<file path="config.mk">
export PLATFORM = sky130hd
export DESIGN_NAME = alu_seq
export DESIGN_NICKNAME = d
export VERILOG_FILES = /design/src/rtl/alu_seq.sv
export SDC_FILE = /design/constraint.sdc
export NUM_CORES = 1
export LEC_CHECK = 0
export ABC_AREA = 1
export CAP_MARGIN = 0
export CORE_MARGIN = 5
export CORE_UTILIZATION = 43
export CTS_CLUSTER_SIZE = 20
export DETAILED_ROUTE_END_ITERATION = 7
export GPL_TIMING_DRIVEN = 0
export PLACE_DENSITY = 0.73
export RECOVER_POWER = 50
export SYNTH_ARGS = -nofsm -noshare
export SYNTH_HDL_FRONTEND = slang
export SYNTH_SLANG_ARGS = --single-unit
</file>
<file path="constraint.sdc">
create_clock -name clk -period 1.74 [get_ports clk]
set_clock_uncertainty 0.15 [all_clocks]
set_input_delay 0.261 -clock clk [delete_from_list [all_inputs] [get_ports clk]]
set_output_delay 0.261 -clock clk [all_outputs]
set_load 0.01 [all_outputs]
</file>
<file path="src/rtl/alu_seq.sv">
// Multi-cycle 6502 arithmetic/logic sequencer driving a shared combinational 8-bit ALU.
// Adds a second ALU pass for the BCD adjust of ADC/SBC when the decimal flag is set.
module alu_seq (
    input  logic       clk,
    input  logic       rst,
    input  logic       req_valid,
    output logic       req_ready,
    input  logic [3:0] req_cmd,
    input  logic [7:0] req_a,
    input  logic [7:0] req_m,
    input  logic       req_c,
    input  logic       req_d,
    output logic [7:0] alu_ai,
    output logic [7:0] alu_bi,
    output logic       alu_ci,
    output logic [2:0] alu_op,
    input  logic [7:0] alu_out,
    input  logic       alu_n,
    input  logic       alu_v,
    input  logic       alu_z,
    input  logic       alu_c,
    output logic       res_valid,
    output logic [7:0] res_data,
    output logic       res_wr,
    output logic       res_n,
    output logic       res_v,
    output logic       res_z,
    output logic       res_c,
    output logic [3:0] res_mask
);
    localparam logic [2:0] ALU_AND = 3'd0, ALU_OR = 3'd1, ALU_XOR = 3'd2, ALU_ADD = 3'd3,
                           ALU_SL  = 3'd4, ALU_SR = 3'd5, ALU_BIT = 3'd6;

    localparam logic [3:0] CMD_ADC = 4'd0, CMD_SBC = 4'd1, CMD_AND = 4'd2, CMD_ORA = 4'd3,
                           CMD_EOR = 4'd4, CMD_CMP = 4'd5, CMD_BIT = 4'd6, CMD_ASL = 4'd7,
                           CMD_LSR = 4'd8, CMD_ROL = 4'd9, CMD_ROR = 4'd10, CMD_INC = 4'd11,
                           CMD_DEC = 4'd12;

    typedef enum logic [1:0] {StIdle, StExec, StDadj, StDone} state_t;

    state_t     r_state, w_state_next;
    logic [3:0] r_cmd;
    logic [7:0] r_a, r_m;
    logic       r_c, r_d;
    logic [7:0] r_sum;
    logic       r_cb, r_hc, r_n, r_v, r_z;
    logic [7:0] r_res_data;
    logic       r_res_n, r_res_v, r_res_z, r_res_c, r_res_wr;
    logic [3:0] r_res_mask;

    logic       w_dec, w_lo, w_hi, w_wr;
    logic [3:0] w_mask;
    logic [7:0] w_corr, w_hsum, w_xdata;

    assign w_dec  = (r_cmd == CMD_ADC || r_cmd == CMD_SBC) && r_d;
    assign w_hsum = alu_ai ^ alu_bi ^ alu_out;

    // BCD correction from the binary pass; SBC subtracts 6 per digit that borrowed.
    assign w_lo = r_hc | (r_sum[3:0] > 4'd9);
    assign w_hi = r_cb | (r_sum > 8'h99);
    always_comb begin
        w_corr = 8'h00;
        if (r_cmd == CMD_ADC) begin
            w_corr = {(w_hi ? 4'h6 : 4'h0), (w_lo ? 4'h6 : 4'h0)};
        end else begin
            w_corr = (r_hc ? 8'h00 : 8'hFA) + (r_cb ? 8'h00 : 8'hA0);
        end
    end

    always_comb begin
        w_mask = 4'b0000;
        w_wr   = 1'b0;
        unique case (r_cmd)
            CMD_ADC, CMD_SBC:                            begin w_mask = 4'b1111; w_wr = 1'b1; end
            CMD_AND, CMD_ORA, CMD_EOR, CMD_INC, CMD_DEC: begin w_mask = 4'b1010; w_wr = 1'b1; end
            CMD_ASL, CMD_LSR, CMD_ROL, CMD_ROR:          begin w_mask = 4'b1011; w_wr = 1'b1; end
            CMD_CMP:                                     w_mask = 4'b1011;
            CMD_BIT:                                     w_mask = 4'b1110;
            default:                                     w_mask = 4'b0000;
        endcase
    end

    assign w_xdata = (r_cmd > CMD_DEC) ? r_a : alu_out;

    always_comb begin
        w_state_next = r_state;
        alu_ai       = 8'h00;
        alu_bi       = 8'h00;
        alu_ci       = 1'b0;
        alu_op       = ALU_AND;
        unique case (r_state)
            StIdle: if (req_valid) w_state_next = StExec;
            StExec: begin
                w_state_next = w_dec ? StDadj : StDone;
                alu_ai       = r_a;
                case (r_cmd)
                    CMD_ADC: begin alu_op = ALU_ADD; alu_bi = r_m;  alu_ci = r_c;  end
                    CMD_SBC: begin alu_op = ALU_ADD; alu_bi = ~r_m; alu_ci = r_c;  end
                    CMD_CMP: begin alu_op = ALU_ADD; alu_bi = ~r_m; alu_ci = 1'b1; end
                    CMD_AND: begin alu_op = ALU_AND; alu_bi = r_m; end
                    CMD_ORA: begin alu_op = ALU_OR;  alu_bi = r_m; end
                    CMD_EOR: begin alu_op = ALU_XOR; alu_bi = r_m; end
                    CMD_BIT: begin alu_op = ALU_BIT; alu_bi = r_m; end
                    CMD_ASL: alu_op = ALU_SL;
                    CMD_ROL: begin alu_op = ALU_SL; alu_ci = r_c; end
                    CMD_LSR: alu_op = ALU_SR;
                    CMD_ROR: begin alu_op = ALU_SR; alu_ci = r_c; end
                    CMD_INC: begin alu_op = ALU_ADD; alu_bi = 8'h01; end
                    CMD_DEC: begin alu_op = ALU_ADD; alu_bi = 8'hFF; end
                    default: alu_ai = 8'h00;
                endcase
            end
            StDadj: begin
                w_state_next = StDone;
                alu_op       = ALU_ADD;
                alu_ai       = r_sum;
                alu_bi       = w_corr;
            end
            StDone: w_state_next = StIdle;
            default: w_state_next = StIdle;
        endcase
    end

    always_ff @(posedge clk) begin
        if (rst) begin
            r_state    <= StIdle;
            r_cmd      <= 4'd0;
            r_a        <= 8'h00;
            r_m        <= 8'h00;
            r_c        <= 1'b0;
            r_d        <= 1'b0;
            r_sum      <= 8'h00;
            r_cb       <= 1'b0;
            r_hc       <= 1'b0;
            r_n        <= 1'b0;
            r_v        <= 1'b0;
            r_z        <= 1'b0;
            r_res_data <= 8'h00;
            r_res_n    <= 1'b0;
            r_res_v    <= 1'b0;
            r_res_z    <= 1'b0;
            r_res_c    <= 1'b0;
            r_res_wr   <= 1'b0;
            r_res_mask <= 4'b0000;
        end else begin
            r_state <= w_state_next;
            case (r_state)
                StIdle: if (req_valid) begin
                    r_cmd <= req_cmd;
                    r_a   <= req_a;
                    r_m   <= req_m;
                    r_c   <= req_c;
                    r_d   <= req_d;
                end
                StExec: begin
                    r_sum <= alu_out;
                    r_cb  <= alu_c;
                    r_hc  <= w_hsum[4];
                    r_n   <= alu_n;
                    r_v   <= alu_v;
                    r_z   <= alu_z;
                    // Result registers only change on entry to DONE so they hold between results.
                    if (!w_dec) begin
                        r_res_data <= w_xdata;
                        r_res_n    <= alu_n & w_mask[3];
                        r_res_v    <= alu_v & w_mask[2];
                        r_res_z    <= alu_z & w_mask[1];
                        r_res_c    <= alu_c & w_mask[0];
                        r_res_mask <= w_mask;
                        r_res_wr   <= w_wr;
                    end
                end
                StDadj: begin
                    r_res_data <= alu_out;
                    r_res_n    <= r_n;
                    r_res_v    <= r_v;
                    r_res_z    <= r_z;
                    r_res_c    <= (r_cmd == CMD_ADC) ? (r_cb | w_hi) : r_cb;
                    r_res_mask <= 4'b1111;
                    r_res_wr   <= 1'b1;
                end
                default: ;
            endcase
        end
    end

    assign req_ready = (r_state == StIdle);
    assign res_valid = (r_state == StDone);
    assign res_data  = r_res_data;
    assign res_n     = r_res_n;
    assign res_v     = r_res_v;
    assign res_z     = r_res_z;
    assign res_c     = r_res_c;
    assign res_wr    = r_res_wr;
    assign res_mask  = r_res_mask;

endmodule

</file>
## Word level (Yosys, flattened, before mapping)

Index checks and enable logic that the tools add are counted.

- Reduce and logical (&&, ||, !) cells: 18
- Muxes and demuxes: 34
- Eq/ne operators: 17
- Magnitude comparators: 3
- Bitwise logic cells: 10
- $add $sub $neg: 1

Operators by type and width:

| cell | number |
|---|---|
| 2-to-1 mux 8 bit | 6 |
| one-hot mux 8 bit (2 select lines) | 3 |
| one-hot mux 8 bit (4 select lines) | 1 |
| == test 4 bit, second input constant | 5 |
| OR reduction 5 bit | 4 |
| one-hot mux 3 bit (6 select lines) | 1 |
| == test 4 x 3 -> 1 bit, second input constant | 4 |
| one-hot mux 4 bit (4 select lines) | 1 |
| OR reduction 13 bit | 1 |
| one-hot mux 1 bit (2 select lines) | 6 |
| OR reduction 11 bit | 1 |
| bitwise XOR 5 bit | 2 |
| 2-to-1 mux 1 bit | 9 |
| adder 8 bit | 1 |
| == test 4 x 2 -> 1 bit, second input constant | 2 |
| greater-than comparator 4 bit, second input constant | 2 |
| greater-than comparator 8 bit, second input constant | 1 |
| NOT 8 bit | 1 |
| one-hot mux 2 bit (4 select lines) | 1 |
| one-hot mux 4 bit (2 select lines) | 1 |
| OR reduction 2 bit | 4 |
| 2-to-1 mux 3 bit | 2 |
| one-hot mux 3 bit (2 select lines) | 1 |
| bitwise AND 1 bit | 4 |
| other kinds (14) | 19 |

- Flip-flop bits (word level): 54
- Logic and storage cells: 102
- Output and inout bits: 39
- Input port bits: 37

## Logic depth before layout (Yosys ltp)

- Word-level depth: 7
- Mapped depth: 13
- Depth with buffers taken out: 13

## Worst setup path before layout

No wires, ideal clock.

- Path kind: register to output
- Start point: register r_state[0]
- End point: output port alu_ai[5]
- Data required time: 1.329 ns
- Data arrival time: 1.686 ns
- Cell stages (with the launch flop): 6
- Setup slack: -0.357 ns
- Buffers on the path: 1
- Path through: dfxtp_1 > inv_1 > ha_1 > clkbuf_1 > nand2_1 > o32ai_1

- Cells in the longest elaborated chain, start to end: 2
- Elaborated cells between the ends (all ways): 3
- Those cells by class: eq/ne: 2; mux: 1

RTL lines:

| item | RTL line | text |
|---|---|---|
| start, declared | 41 | `state_t r_state, w_state_next;` |
| start signal, assigned | 126 | `r_state <= StIdle;` |
| start signal, assigned | 146 | `r_state <= w_state_next;` |
| == test 2 bit or == test 2 x 1 -> 1 bit (tied branches) | 91 | `unique case (r_state)` |
| one-hot mux 8 bit (2 select lines) * | 91 |  |
| end, declared | 13 | `output logic [7:0] alu_ai,` |

Every way passes the cells marked *; elsewhere a longest branch is shown, timed or not.

## Worst setup path in the final report

- Start point: register r_state[0]
- End point: output port alu_op[1]

- Cells in the longest elaborated chain, start to end: 2
- Elaborated cells between the ends (all ways): 3
- Those cells by class: eq/ne: 2; mux: 1

RTL lines:

| item | RTL line | text |
|---|---|---|
| == test 2 bit or == test 2 x 1 -> 1 bit (tied branches) | 91 |  |
| one-hot mux 3 bit (2 select lines) * | 91 |  |
| end, declared | 16 | `output logic [2:0] alu_op,` |

Marks and branches as above.

==> impl_metrics.tcl <==
set metrics [dict create \
    overflow 0 \
    grt_pass1_wl_microns 14430 \
    wire_per_inst_microns 16.88 \
    worstPathArrival_ns 1.78 \
    fp-row-count 28 \
    utilization 0.7350 \
    remaining_drc_errors 0 \
    startpoint_type "register" \
    clkTransAtPathRegs_ns 0.12 \
    antenna_found_initial 0 \
    ys_seq_area_frac 0.3961 \
    hold_depth 2 \
    synth_area_leader_cell "dfxtp_1" \
    placed_area_sq_um 3664 \
    postRouteAntennaNets 0 \
    syn_to_final_growth_pct 64.36 \
    maxSlewViolCount 0 \
    status "complete, but fails checks" \
    reg2reg_to "res_z" \
    leakagePower_nw 1.795 \
    slew_headroom 0.6417 \
    cts_max_level 2 \
    hold_end "res_z" \
    nNetsFinal 536 \
    ys_types 31 \
    final_cells 569 \
    fin_crit_ns 2.192 \
    cts_root_buffer "clkbuf_8" \
    nFillCells 481 \
    r2r_slack_ns -0.10 \
    dp_hpwl_microns 6445 \
    grt_util_all_layers 0.2365 \
    finalSetupViolCount 36 \
    cts-buffers-inserted 5 \
    tns_ns -8.159 \
    synth_nets 419 \
    multiInputGateArea_sq_um 1767 \
    die_h_microns 88.93 \
    hp-class "register to register" \
    cts_sinks 53 \
    seq_area_sq_um 1085 \
    crit_path_end_kind "output port" \
    insertion_delay_ns 0.32 \
    start_util 0.4472 \
    final_cell_mix "o21ai_0, clkdlybuf4s50_1, dfxtp_1" \
    yosysTopAreaCellShare 0.3961 \
    tightest_slew_ns 0.5375 \
    hold_violations 0 \
    antenna_cells 0 \
    die-area_sq_um 7909 \
    cts_tree "yes" \
    ys_seq_elements 53 \
    dp.cells 526 \
    postSynthCellCount 376 \
    hold_buffers 0 \
    io_buffers 75 \
    grt_max_degree 19 \
    drt-vias-per-instance 5.496 \
    final_layout_size_suffix_gt1_frac 0.3360 \
    yosysWarnings 0 \
    vias 3127 \
    peakVddDrop_mv 1.202 \
    drt_iter0_markers 236 \
    failed_checks "setup timing" \
    fmax_mhz 456.2 \
    grt_pass1_vias 2908 \
    die_width_microns 88.93 \
    syn-mean-instance-area_sq_um 7.125 \
    netlist_top_cells_area "dfxtp_1, o21ai_0, nand2_1, nor2_1, a21oi_1" \
    rsz0062_at_grt "yes" \
    hold_path.startpoint "r_z" \
    worstRegToRegCells 10 \
    clockBufferDepth 2 \
    cellPowerDensity_nw_per_um2 1674 \
    finalWirelength_microns 9604 \
    path_class "register to output port" \
    place.gp.congestion 0.9019 \
    min_period_over_period 1.260 \
    p_total_mw 7.371 \
    r2r-start "r_state[1]" \
    ios 76 \
    path_max_fanout 7 \
    fin_ws_ns -0.4520 \
    final_area_sq_um 4403 \
    coreArea_sq_um 5991 \
    max_cap_violations 0 \
    required_ns 1.33 \
    drtPass1Iterations 5 \
    syn_area_sq_um 2679 \
]
## worst max-delay path by stage
stage,end,start
6_report,alu_op[1],r_state[0]
5_1_grt,alu_bi[5],r_cmd[3]
2_1_floorplan,alu_ai[5],r_state[0]
3_5_place_dp,alu_ai[5],r_state[0]
3_3_place_gp,alu_ai[5],r_state[0]
4_1_cts,alu_op[1],r_state[0]
## per-layer routing
layer  share of wire  GRT usage
met1            0.42     0.3220
met2            0.49     0.3826
met3           0.074    0.04055
met4           0.014    0.07578
met5               0          0
## per-stage QoR
step | hold slack (ns) | setup WS (ns)
5_1_grt | 0.3582 | -0.4850
6_report | 0.3342 | -0.4520
3_5_place_dp | 0.3129 | -0.7213
4_1_cts | 0.3285 | -0.3967
3_3_place_gp | 0.3108 | -0.6957
2_1_floorplan | 0.1897 | -0.02263
## flip-flops by register name (all words and copies together), names as in the netlist
name and cells:
r_a 8, r_c 1, r_cb 1, r_cmd 4, r_d 1, r_hc 1, r_m 8, r_n 1
r_state 2, r_sum 8, r_v 1, r_z 1, res_c 1, res_data 8, res_mask 3, res_n 1
res_v 1, res_wr 1, res_z 1
## final cells by class
cell class / instances / area share
multi-input cells: 265 / 0.4012
repair buffers: 110 / 0.2268
clock inverters: 3 / 0.005683
well taps: 75 / 0.02131
flip-flops and latches: 53 / 0.2464
plain buffers: 19 / 0.04234
inverters: 39 / 0.04064
clock buffers: 5 / 0.01563
## cells in the mapped netlist
library cell   n
nand2_2        4
buf_4          2
inv_2          5
a221oi_1       1
clkbuf_1      10
a211oi_1       1
o21ai_1        2
o211ai_1       4
clkinv_1       1
o211a_1        1
nand3_1       17
a21oi_2        1
nor3_1         1
buf_1          2
nor2_1        46
o21ai_2        1
ha_1           6
o32ai_1        2
o21ai_0       66
dfxtp_1       53
o31ai_1        5
buf_2          3
buf_6          2
a31oi_1       13
nor2_4         3
nand3_2        5
o2111ai_1      1
a21oi_1       33
nand2_4        1
inv_1         33
nand2_1       51
## logic make-up (layout without fill, tap and decap cells)
logic type               count (synthesis)  count (layout)  share of synthesized area
flip-flops                              53              53                     0.3961
AND/OR/NAND/NOR                        128             128                     0.2144
AO/OA/AOI/OAI                          131             131                     0.2704
adder cells (fa/ha/maj)                  6               6                    0.02802
buffers and inverters                   58             176                    0.09108
## repair_timing
item,4_1_cts,5_1_grt
cloned,0,0
setup endpoints to repair,70,58
resized for setup,171,43
pin swaps,14,12
setup buffers,27,8
## report_power, final
group / total, mW / switching [mW] / internal (mW)
Clock: 0.756 / 0.464 / 0.292
Sequential: 2.01 / 0.329 / 1.68
Combinational: 4.60 / 2.47 / 2.14
Total: 7.37 / 3.26 / 4.11
## critical path, cell delays in order, from the launching register on
cell and delay, ns:
dfxtp_4 0.39, inv_4 0.05, ha_4 0.27, clkbuf_16 0.15, clkinvlp_4 0.16, buf_6 0.16
a21oi_4 0.12, buf_2 0.15
No activity file was read; power rests on OpenSTA's default activity.
==> patch 1, RTL diff (same flow settings) <==
Re-encode `state_t` (4 states) as one-hot, 4 bits wide.
--- a/src/rtl/alu_seq.sv
+++ b/src/rtl/alu_seq.sv
@@ -38,3 +38,3 @@
 
-    typedef enum logic [1:0] {StIdle, StExec, StDadj, StDone} state_t;
+    typedef enum logic [3:0] {StIdle = 4'b0001, StExec = 4'b0010, StDadj = 4'b0100, StDone = 4'b1000} state_t;
 
Formal check against the unedited RTL: no difference found for any inputs over 10 cycles, from zero or initial values and one cycle with rst high; not proved beyond that.
==> patch 1 against the original RTL <==
- the flow still finishes with violations (setup timing)
- design area fell by 0.51%
- cell count is 2.3% higher
- worst setup slack better by 120 ps
- synthesized area increased by 1.1%
- highest routed layer unchanged
- count of clock-buffer cells in the layout up 1
- sequential cell count is 2 higher
- routed wire length is 7.3% higher
Power is not compared: it rests on default switching activity, and its combinational part moved more than twofold at a synthesized area within 25%.
==> patch 1: results (changes against the original RTL) <==
outcome -> finished, violations left
post-CTS setup buffers -> 36 (+33%)
Post-DP Area -> 0.00353 sq mm (-3.5%)
most frequent cells after synthesis -> o21ai_0 (62), nand2_1 (57), dfxtp_1 (55)
first-pass GRT wire length -> 14.7 mm (+2.0%)
met2 routed WL -> 5.08 mm (+8.4%)
worst skew pair latency -> 320 ps (about the same)
Peak VDD IR -> 0.000513 V
Setup WS post-layout -> -328 ps (+124 ps)
Clock Tree Buf Depth -> 2 (unchanged)
Max stage delay on crit path -> 400 ps
synth warn -> 0 (unchanged)
failing checks -> setup timing
met2 GRT Util -> 40.7% (+2.5 points)
Post-synth ARST share -> 0% (unchanged)
GRT Total Usage -> 24.4% (+0.79 points)
Root Buffer -> clkbuf_8
GR Util met3 -> 4.06% (unchanged)
sequential area share after synthesis -> 40.7% (+1.1 points)
Comb pwr share -> 27.9%
slowest CP cell -> dfxtp_4
DRT Pass-1 Iters -> 5 (unchanged)
clock buffer count from CTS -> 5 (unchanged)
Worst slew margin -> 62.5% (-1.7 points)
highest routed metal layer -> met4
CP Max Fanout -> 3 (-4)
met1 WL -> 4.17 mm (+2.5%)
Layout Nets -> 543 (+1.3%)
# fillers -> 478 (-0.62%)
PortBufs -> 73 (-2.7%)
final setup vio count -> 24 (-33%)
diode count -> 0 (unchanged)
part of the power in the clock network -> 28.4%
initial antenna violation count -> 0 (unchanged)
Worst Path Arrival -> 1660 ps (-120 ps)
GR Util met1 -> 30.5% (-1.7 points)
P_clk -> 925 uW
largest net degree at the start of global routing -> 18 (-1)
fraction of layout cells with a size suffix above 1 -> 32.9% (-0.73 points)
HP Class -> in -> reg
Placer Congestion -> 0.844 (-6.4%)
vias in the first global route -> 3010 (+3.5%)
syn_nets -> 415 (-0.95%)
detailed placement HPWL -> 6.04 mm (-6.2%)
leak pwr -> 0.00196 uW
DR vias -> 3236 (+3.5%)
1st-iter DRT viols -> 274 (+16%)
sw power -> 1030 uW
synth unique cells -> 28 (-9.7%)
clock slew at reported path FFs -> 100 ps (-20 ps)
synth top area cells -> dfxtp_1 (41%), o21ai_0 (11%), a21oi_1 (9.1%)
wire length per cell -> 17.7 um (+4.9%)
post-CTS sizing -> 185 (+8.2%)
H-Tree Depth -> 2 (unchanged)
routed wl met3 -> 649 um (-8.3%)
patch 1: cell count changes after synthesis, moves of 3 or more:
cell,change
nor2_1,-18
a21oi_1,+16
a31oi_1,-9
nand2_1,+6
nand3_1,+6
a32o_1,+5
o31ai_1,-5
ha_1,-4
nand2_2,+4
nand3_2,-4
o21ai_0,-4
inv_1,+3
nor4_1,+3
o211ai_1,-3
patch 1: critical path: cells and delay by family (launching register included):
family	cells	cell delay (ps)
AO/OA/AOI/OAI	3	440
AND/OR/NAND/NOR	2	190
buffers and inverters	2	290
flip-flops	1	400
patch 1: layout make-up:
| cell class | count | area (sq um) | area share, % |
|---|---|---|---|
| flip-flops and latches | 55 | 1120 | 25.6 |
| well taps | 77 | 96.3 | 2.20 |
| plain buffers | 20 | 191 | 4.37 |
| clock inverters | 2 | 38.8 | 0.885 |
| multi-input cells | 257 | 1570 | 35.8 |
| repair buffers | 122 | 1090 | 24.8 |
| inverters | 43 | 191 | 4.37 |
| clock buffers | 6 | 82.6 | 1.89 |
patch 1: through the flow:
step	cells	worst slack, ps	utilization, %	setup TNS [ps]
2_1_floorplan	376	103	-	0
3_3_place_gp	526	-650	56.6	-10370
3_5_place_dp	526	-708	56.6	-11090
4_1_cts	570	-300	66.7	-4640
5_1_grt	582	-397	70.2	-7720
6_report	582	-328	70.2	-5710
patch 1: logic make-up after synthesis:
logic type,count (synthesis),synth area share [%]
simple gates,125,21.0
buf+inv,64,10.6
compound gates,130,26.8
flops,55,40.7
fa+ha+maj,2,0.924
patch 1: worst paths after layout:
check	from	endpoint	slack [ps]	cells past startpoint
hold reg to reg	r_m[0]	r_m[0]	340	2
setup / recovery	r_cmd[0]	alu_op[0]	-330	7
setup reg to reg	r_state[0]	r_hc	-200	16
hold / removal	req_valid	r_m[7]	190	3
==> patch 2, RTL diff (same settings) <==
Made on the original files. Reset style: asynchronous (`rst`), changed in one clocked block.
--- a/src/rtl/alu_seq.sv
+++ b/src/rtl/alu_seq.sv
@@ -123,3 +123,3 @@
 
-    always_ff @(posedge clk) begin
+    always_ff @(posedge clk or posedge rst) begin
         if (rst) begin
Function: differs if rst is asserted again (counterexample within 4 cycles, from zero or initial values and one cycle with rst high); with rst held inactive, the same outputs for 10 cycles.
==> patch 2 against the original RTL <==
- the run still ends with setup timing left
- sequential cell count unchanged
- worst setup slack got worse by 60 ps
- design area increased by 9.0%
- global-route usage decreased by 2.1 points
- core utilization increased by 1.6 points
- routed wire length about the same
- count of clock-buffer cells in the layout increased by 2
- register-to-register slack got worse by 80 ps
- synthesized area increased by 5.6%
- clock power increased by 15%
- power increased by 39%
- non-clock buffer count increased by 8
- combinational power increased by 53%
- largest cell class unchanged
==> patch 2: results (changes against the original RTL) <==
outcome -> finished, violations left
failing checks -> setup timing
R2R Path End -> res_wr
pre-CTS WS -> -762 ps (-40.5 ps)
mux contribution to synthesized area -> 3.19% (+3.2 points)
fraction of layout cells with a size suffix above 1 -> 40.5% (+6.9 points)
Post-DP Area -> 0.00389 sq mm (+6.2%)
detailed placement HPWL -> 6.17 mm (-4.2%)
via/cell ratio -> 5.29 (-3.8%)
Post-synth ARST share -> 100% (+100 points)
adder-cell share of the synthesized area -> 2.65% (-0.15 points)
Worst Path Arrival -> 1840 ps (+60 ps)
leak pwr -> 0.00215 uW (+20%)
Synth Flop Type -> dfrtp_1
largest net degree at the start of global routing -> 42 (+23)
Min Hold Slack -> 245 ps (-88.8 ps)
Setup WS post-layout -> -512 ps (-60.4 ps)
worst slew pin tran -> 542 ps (+4.94 ps)
synth unique cells -> 30 (-3.2%)
GRT Total Usage -> 21.5% (-2.1 points)
most frequent cells after synthesis -> nand2_1 (91), dfrtp_1 (53), inv_1 (40)
# fillers -> 446 (-7.3%)
sequential area share after synthesis -> 46.9% (+7.3 points)
final setup vio count -> 37 (+2.8%)
clock slew at reported path FFs -> 90 ps (-30 ps)
DRT Pass-1 Iters -> 4 (-1)
HP Class -> in -> async
Placer Congestion -> 0.852 (-5.6%)
==> patch 2: cell type report <==
type	count	share of cell area, %
timing repair inverter	1	0.156
clock buffer	7	1.80
sequential	53	27.7
tap	77	2.01
buffer	13	2.84
inverter	43	3.91
multi-input combinational	244	37.3
timing repair buffer	124	23.7
clock inverter	1	0.626
==> patch 2: per-layer routing <==
layer  vias to the layer above  part of all wire (%)  global-route usage [%]
li1                       1432                     -                       -
met1                      1435                    41                    28.0
met2                        92                    50                    35.7
met3                        18                   5.7                    3.80
met4                         0                   2.9                    8.31
met5                         -                     0                       0
==> patch 2: power groups by stage <==
stage | combinational [uW] | clock, uW | sequential, uW
after floorplan | 3120 | 0 | 2270
after global placement | 4750 | 0 | 2260
after detailed placement | 4840 | 0 | 2280
after CTS | 6050 | 888 | 2280
after global routing | 7540 | 942 | 2380
final | 7050 | 871 | 2330
==> patch 2: worst max-delay path by stage <==
stage,end,slack (ps),cells after the start
after floorplan,alu_ai[0],-10,6
after global placement,r_m[1],-980,2
after detailed placement,alu_bi[1],-760,6
after CTS,alu_ai[1],-450,6
after global routing,alu_op[0],-570,10
final,alu_op[0],-510,9
==> patch 2: repair_timing <==
item | in CTS | in global routing
setup endpoints to repair | 57 | 52
setup buffers | 32 | 14
resized for setup | 173 | 67
hold endpoints to repair | 0 | 0
gates cloned | 4 | 0
pin swaps | 29 | 28
==> patch 2: kinds of logic after synthesis <==
| family | Yosys count |
|---|---|
| and+or+nand+nor | 152 |
| DFF | 53 |
| muxes | 8 |
| AOI/OAI and AO/OA | 78 |
| adders and majority gates | 6 |
| buffers and inverters | 58 |
